### src/rtl/bias_add_2.sv
// bias_add_2 : adds a per-channel bias to a channel-interleaved accumulator
// stream and saturates the result to the output width.
//
// Operation: after reset the block reads CH bias words into a local table
// (LOAD), then streams accumulator words through a one-entry output register,
// adding table[ch] and saturating to OUT_W (RUN). RUN lasts until the next
// reset; the bias stream is left backpressured.
//
// Ports:
//   ap_clk          clock, all state on rising edge
//   ap_rst_n        asynchronous active-low reset
//   bias_V_dout     bias word, first-word-fall-through
//   bias_V_empty_n  bias word available
//   bias_V_read     bias word consumed this cycle
//   acc_V_dout      accumulator word, channels 0..CH-1 per pixel
//   acc_V_empty_n   accumulator word available
//   acc_V_read      accumulator word consumed this cycle
//   output_V_din    biased, saturated result
//   output_V_full_n downstream can accept
//   output_V_write  result transferred this cycle

`ifndef KERN_S_K_2
`define KERN_S_K_2 4
`endif
`ifndef COEFF_WIDTH
`define COEFF_WIDTH 16
`endif

module bias_add_2 #(
  parameter int CH      = `KERN_S_K_2,
  parameter int COEFF_W = `COEFF_WIDTH,
  parameter int ACC_W   = 32,
  parameter int OUT_W   = 16
) (
  input  logic               ap_clk,
  input  logic               ap_rst_n,
  input  logic [COEFF_W-1:0] bias_V_dout,
  input  logic               bias_V_empty_n,
  output logic               bias_V_read,
  input  logic [ACC_W-1:0]   acc_V_dout,
  input  logic               acc_V_empty_n,
  output logic               acc_V_read,
  output logic [OUT_W-1:0]   output_V_din,
  input  logic               output_V_full_n,
  output logic               output_V_write
);

  localparam int CNT_W = (CH > 1) ? $clog2(CH) : 1;
  localparam logic [CNT_W-1:0] LAST_CH = CNT_W'(CH - 1);

  // Saturation limits expressed at the widened sum width.
  localparam logic signed [ACC_W:0] SUM_MAX =
    {{(ACC_W + 2 - OUT_W){1'b0}}, {(OUT_W - 1){1'b1}}};
  localparam logic signed [ACC_W:0] SUM_MIN =
    {{(ACC_W + 2 - OUT_W){1'b1}}, {(OUT_W - 1){1'b0}}};
  localparam logic [OUT_W-1:0] OUT_MAX = {1'b0, {(OUT_W - 1){1'b1}}};
  localparam logic [OUT_W-1:0] OUT_MIN = {1'b1, {(OUT_W - 1){1'b0}}};

  typedef enum logic {
    ST_LOAD = 1'b0,
    ST_RUN  = 1'b1
  } state_t;

  state_t             r_state;
  logic [CNT_W-1:0]   r_load_cnt;
  logic [CNT_W-1:0]   r_ch_cnt;
  logic               r_out_valid;
  logic [OUT_W-1:0]   r_out_data;
  logic [COEFF_W-1:0] r_table [CH];

  logic               w_bias_rd;
  logic               w_acc_rd;
  logic               w_out_wr;
  logic [COEFF_W-1:0] w_bias;
  logic signed [ACC_W:0] w_acc_x;
  logic signed [ACC_W:0] w_bias_x;
  logic signed [ACC_W:0] w_sum;
  logic [OUT_W-1:0]   w_sat;

  // Strobes are gated by reset so they drop the moment reset asserts,
  // independent of the upstream/downstream handshake inputs.
  assign w_bias_rd = ap_rst_n && (r_state == ST_LOAD) && bias_V_empty_n;
  assign w_out_wr  = ap_rst_n && r_out_valid && output_V_full_n;
  // A new word may enter when the output register is empty or draining now.
  assign w_acc_rd  = ap_rst_n && (r_state == ST_RUN) && acc_V_empty_n &&
                     (!r_out_valid || output_V_full_n);

  assign bias_V_read    = w_bias_rd;
  assign acc_V_read     = w_acc_rd;
  assign output_V_write = w_out_wr;
  assign output_V_din   = r_out_data;

  // Sign-extend both operands one bit past the accumulator so the add
  // cannot wrap.
  assign w_bias   = r_table[r_ch_cnt];
  assign w_acc_x  = {acc_V_dout[ACC_W-1], acc_V_dout};
  assign w_bias_x = {{(ACC_W + 1 - COEFF_W){w_bias[COEFF_W-1]}}, w_bias};
  assign w_sum    = w_acc_x + w_bias_x;

  always_comb begin
    // NOTE: default assignment first so every path drives w_sat; without it
    // the incomplete if/else would infer a latch.
    w_sat = w_sum[OUT_W-1:0];
    if (w_sum > SUM_MAX) begin
      w_sat = OUT_MAX;
    end else if (w_sum < SUM_MIN) begin
      w_sat = OUT_MIN;
    end
  end

  // NOTE: the bias table has no reset branch: it is always reloaded before
  // use, and leaving it unreset lets it map onto plain storage.
  always_ff @(posedge ap_clk) begin
    if (w_bias_rd) begin
      r_table[r_load_cnt] <= bias_V_dout;
    end
  end

  // NOTE: sequential state uses non-blocking assignments only, so every
  // register samples pre-edge values regardless of statement order.
  always_ff @(posedge ap_clk or negedge ap_rst_n) begin
    if (!ap_rst_n) begin
      r_state     <= ST_LOAD;
      r_load_cnt  <= '0;
      r_ch_cnt    <= '0;
      r_out_valid <= 1'b0;
      r_out_data  <= '0;
    end else begin
      case (r_state)
        ST_LOAD: begin
          if (w_bias_rd) begin
            if (r_load_cnt == LAST_CH) begin
              r_load_cnt <= '0;
              r_state    <= ST_RUN;
            end else begin
              r_load_cnt <= r_load_cnt + CNT_W'(1);
            end
          end
        end
        ST_RUN: begin
          // Stays here until reset; bias stream is intentionally stalled.
        end
        default: r_state <= ST_LOAD;
      endcase

      // A read refills the output register even when it drains in the same
      // cycle, giving one word per cycle.
      if (w_acc_rd) begin
        r_out_data  <= w_sat;
        r_out_valid <= 1'b1;
        if (r_ch_cnt == LAST_CH) begin
          r_ch_cnt <= '0;
        end else begin
          r_ch_cnt <= r_ch_cnt + CNT_W'(1);
        end
      end else if (w_out_wr) begin
        r_out_valid <= 1'b0;
      end
    end
  end

endmodule

### config.mk
export PLATFORM = sky130hd
export DESIGN_NAME = bias_add_2
export DESIGN_NICKNAME = d
export VERILOG_FILES = /design/src/rtl/bias_add_2.sv
export SDC_FILE = /design/constraint.sdc
export NUM_CORES = 1
export LEC_CHECK = 0
export CAP_MARGIN = 20
export CORE_UTILIZATION = 55
export CTS_CLUSTER_DIAMETER = 80
export DETAILED_ROUTE_END_ITERATION = 12
export DONT_BUFFER_PORTS = 1
export GPL_TIMING_DRIVEN = 1
export MAX_ROUTING_LAYER = met4
export PLACE_DENSITY = 0.84
export RECOVER_POWER = 50
export SYNTH_ARGS = -nofsm -noshare
export SYNTH_HDL_FRONTEND = slang
export SYNTH_SLANG_ARGS = --single-unit
### constraint.sdc
create_clock -name ap_clk -period 5.35 [get_ports ap_clk]
set_input_delay 1.3375 -clock ap_clk [delete_from_list [all_inputs] [get_ports ap_clk]]
set_output_delay 1.3375 -clock ap_clk [all_outputs]
set_load 0.03 [all_outputs]
==> impl_metrics.py <==
metrics = {
    "run_status": {
        "status": "finished clean",
    },
    "critical_path": {
        "timing.critical_path.required_ps": 5600,
        "cp_max_fo": 17,
        "cpMaxStageDelayCell": "mux4_2",
        "critPathArrivalTime_ps": 5160,
        "critPathLaunchType": "register",
        "crit_buf_inv": 0,
        "delay_of_the_slowest_cell_on_the_worst_path_ps": 760,
        "critical-path-top-delay-family": "compound AO/OA/AOI/OAI gates",
        "critPathMostFrequentCell": "nand2_1",
        "critical_path.cell_chain": "mux4_2 > ha_1 > a21oi_1 > nand2_1 > a32oi_1 > and4_4 > o31ai_4 > a211oi_1 > xnor2_1 > nand2_1 > or4b_1 > o31a_1 > o221a_2",
        "crit_path_end_kind": "register",
        "timing.setup.critical_path_class": "reg2reg",
    },
    "sta": {
        "grt_setup_unrepaired": "no",
        "finalHoldViolCount": 0,
        "worstMarginPinSlew_ps": 942,
        "final-max-slew-violation-count": 0,
        "max_clock_freq_ghz": 0.204,
        "finalCriticalPeriod_ps": 4910,
        "finalSetupViolCount": 0,
        "finalClockSkew_ps": 10.4,
        "finalCritPeriodShare": 0.917,
        "slew_headroom": 0.370,
        "timing.final.ws_setup_ps": 443,
        "fin_setup_tns_ps": 0,
    },
    "synthesis": {
        "number_of_enable_flip_flop_cells_after_synthesis": 64,
        "synth-seq-cells": 86,
        "synth_async_sr_flop_share": 0.256,
        "netlist_top_cells_area": "edfxtp_1 37%, dfrtp_1 11%, ha_1 8.9%, mux4_2 6.9%, nand2_1 4.0%",
        "syn_inst": 457,
        "post_synth_fa_ha_maj_area_fraction": 0.0925,
        "post_synth_mux_area_share": 0.0728,
        "yosys-top-cells-count": "64 x edfxtp_1, 56 x nand2_1, 37 x ha_1",
        "synthDominantCellAreaShare": 0.368,
        "synth-compound-area-share": 0.168,
        "post_synthesis_instance_area_um2": 5220,
        "synth_xor_area_frac": 0.0436,
        "postSynthAreaPerCell_um2": 11.4,
        "netlist.top_cell.by_area": "edfxtp_1",
        "ys_seq_area_frac": 0.474,
        "synth_nets": 548,
        "ys.warnings.count": 0,
        "largest_family_of_logic_cells_by_synthesized_area": "compound AO/OA/AOI/OAI gates",
        "post_synth_simple_gate_area": 0.125,
        "synthMostInstantiatedCell": "edfxtp_1",
        "dominantRegCellSynth": "edfxtp_1",
        "synthDistinctLibCells": 58,
    },
    "finish": {
        "stdcell_area_um2": 5510,
        "area_of_all_sequential_standard_cells_um2": 2470,
        "n_fill_cell": 741,
        "num_antenna_cells": 0,
        "final_layout_size_suffix_gt1_frac": 0.120,
        "final_core_util": 0.599,
        "finalNonFillerCells": 571,
        "syn_to_final_growth_pct": 5.51,
        "nNetsFinal": 546,
        "multi_input_comb_area_um2": 2620,
    },
    "grt": {
        "globalRouteTotalUtil": 0.248,
        "largest_net_degree_at_the_start_of_global_routing": 27,
        "overflow": 0,
        "grt_pass1_wl_um": 18300,
        "first_global_vias": 3811,
        "grt_antenna_before_repair": 0,
    },
    "die": {
        "row_count": 35,
        "overall_die_area_um2": 9890,
        "top_level_ports": 72,
        "floorplan.core_area_um2": 9200,
        "start_util": 0.568,
        "fp.dieW_um": 99.4,
        "die_y_um": 99.4,
    },
    "routing": {
        "post_drt_via_cell_ratio": 6.42,
        "drtAntennaViolNets": 0,
        "drcViolationCount": 0,
        "top_signal_layer_used": "met4",
        "dr.first_iter.drc_count": 218,
        "wl_met3_um": 795,
        "routed_wirelength_um": 11200,
        "route.detailed.wl_per_inst_um": 19.6,
        "wl_met2_um": 5680,
        "drt_first_pass_iters": 5,
        "vias": 3668,
        "detail_route.wirelength.met1_um": 4550,
    },
    "cts": {
        "post-cts-setup-buffer-count": 0,
        "cts.htree.levels": 3,
        "clock_sink_count": 86,
        "cts_tree": "yes",
        "max-clock-path-buffers": 2,
        "worstSkewPairLatency_ps": 360,
        "cts_inserted_buffers": 9,
        "cts_hold_repair.buffers": 0,
        "cts_resized": 0,
        "clock_tree.root_cell": "clkbuf_8",
        "cts.reportedPaths.clkPinSlew_ps": 100,
    },
    "place": {
        "dpl.hpwl_um": 8620,
        "detailed_place.area_um2": 5310,
        "gp_congestion": 0.974,
        "place.port_buffers": 0,
        "placement.setup.worst_slack_ps": 401,
        "dp_cells": 555,
    },
    "flow_run": {
        "cap_viol_max_count": 0,
    },
    "power_and_ir_drop": {
        "p_leak_nw": 2.10,
        "peakVddDrop_v": 0.000282,
        "pwr_cell_area_nw_per_um2": 601,
    },
    "min_path": {
        "hold_path_class": "reg2reg",
    },
}
-- worst paths after layout --
path	start	endpoint	slack, ps	depth (start not counted)
max	r_ch_cnt[0]	output_V_din[15]	440	13
min	r_state	r_state	530	1
max reg2reg	r_ch_cnt[0]	output_V_din[15]	440	13
min reg2reg	r_state	r_state	530	1
max in group asynchronous	ap_rst_n	output_V_din[10]	4610	0
min in group asynchronous	ap_rst_n	r_load_cnt[1]	660	0
-- layer usage --
metal  vias to the layer above  GRT usage
li1                       1738          -
met1                      1776      0.285
met2                       134      0.421
met3                        20     0.0766
met4                         0     0.0679
met5                         -          -
-- where the power goes --
| part | switching (W) | internal [W] | leakage [nW] |
|---|---|---|---|
| Combinational | 0.00106 | 0.000749 | 1.16 |
| Sequential | 0.000219 | 0.000831 | 0.839 |
| Clock | 0.000272 | 0.000184 | 0.101 |
-- area by class of cell --
type / count / area share
clock inverters: 7 / 0.0134
flip-flops and latches: 86 / 0.449
clock buffers: 9 / 0.0225
repair buffers: 4 / 0.00545
multi-input cells: 340 / 0.475
well taps: 111 / 0.0252
inverters: 14 / 0.00954
-- layout by cell type, fill, tap and decap left out, drive strengths merged, types with 5 or more instances in the layout --
| cell | count |
|---|---|
| a211oi | 8 |
| a21o | 13 |
| a21oi | 31 |
| and2 | 7 |
| and3 | 5 |
| clkbuf | 9 |
| dfrtp | 22 |
| edfxtp | 64 |
| ha | 37 |
| inv | 18 |
| mux4 | 16 |
| nand2 | 56 |
| nand3 | 5 |
| nand4 | 9 |
| nor2 | 27 |
| nor3 | 7 |
| nor4 | 5 |
| o211ai | 21 |
| o21ai | 23 |
| xnor2 | 11 |
| xor2 | 15 |
-- sequential cells by signal, indices dropped and copies added (netlist names) --
signal / flops
r_state: 1
r_load_cnt: 2
r_out_valid: 1
output_V_din: 16
r_ch_cnt: 2
r_table: 64
-- kinds of logic after synthesis --
| logic type | Yosys count |
|---|---|
| AO/OA/AOI/OAI | 122 |
| XOR/XNOR | 26 |
| adder cells (fa/ha/maj) | 38 |
| buffers and inverters | 31 |
| flip-flops | 86 |
| multiplexers | 18 |
| AND/OR/NAND/NOR | 136 |
-- stage by stage --
stage / hold slack, ps / power, W
6_report: 534 / 0.00331
5_1_grt: 551 / 0.00355
4_1_cts: 532 / 0.00331
3_5_place_dp: 510 / 0.00285
3_3_place_gp: 472 / 0.00280
2_1_floorplan: 459 / 0.00247
(Power assumes the default switching activity.)
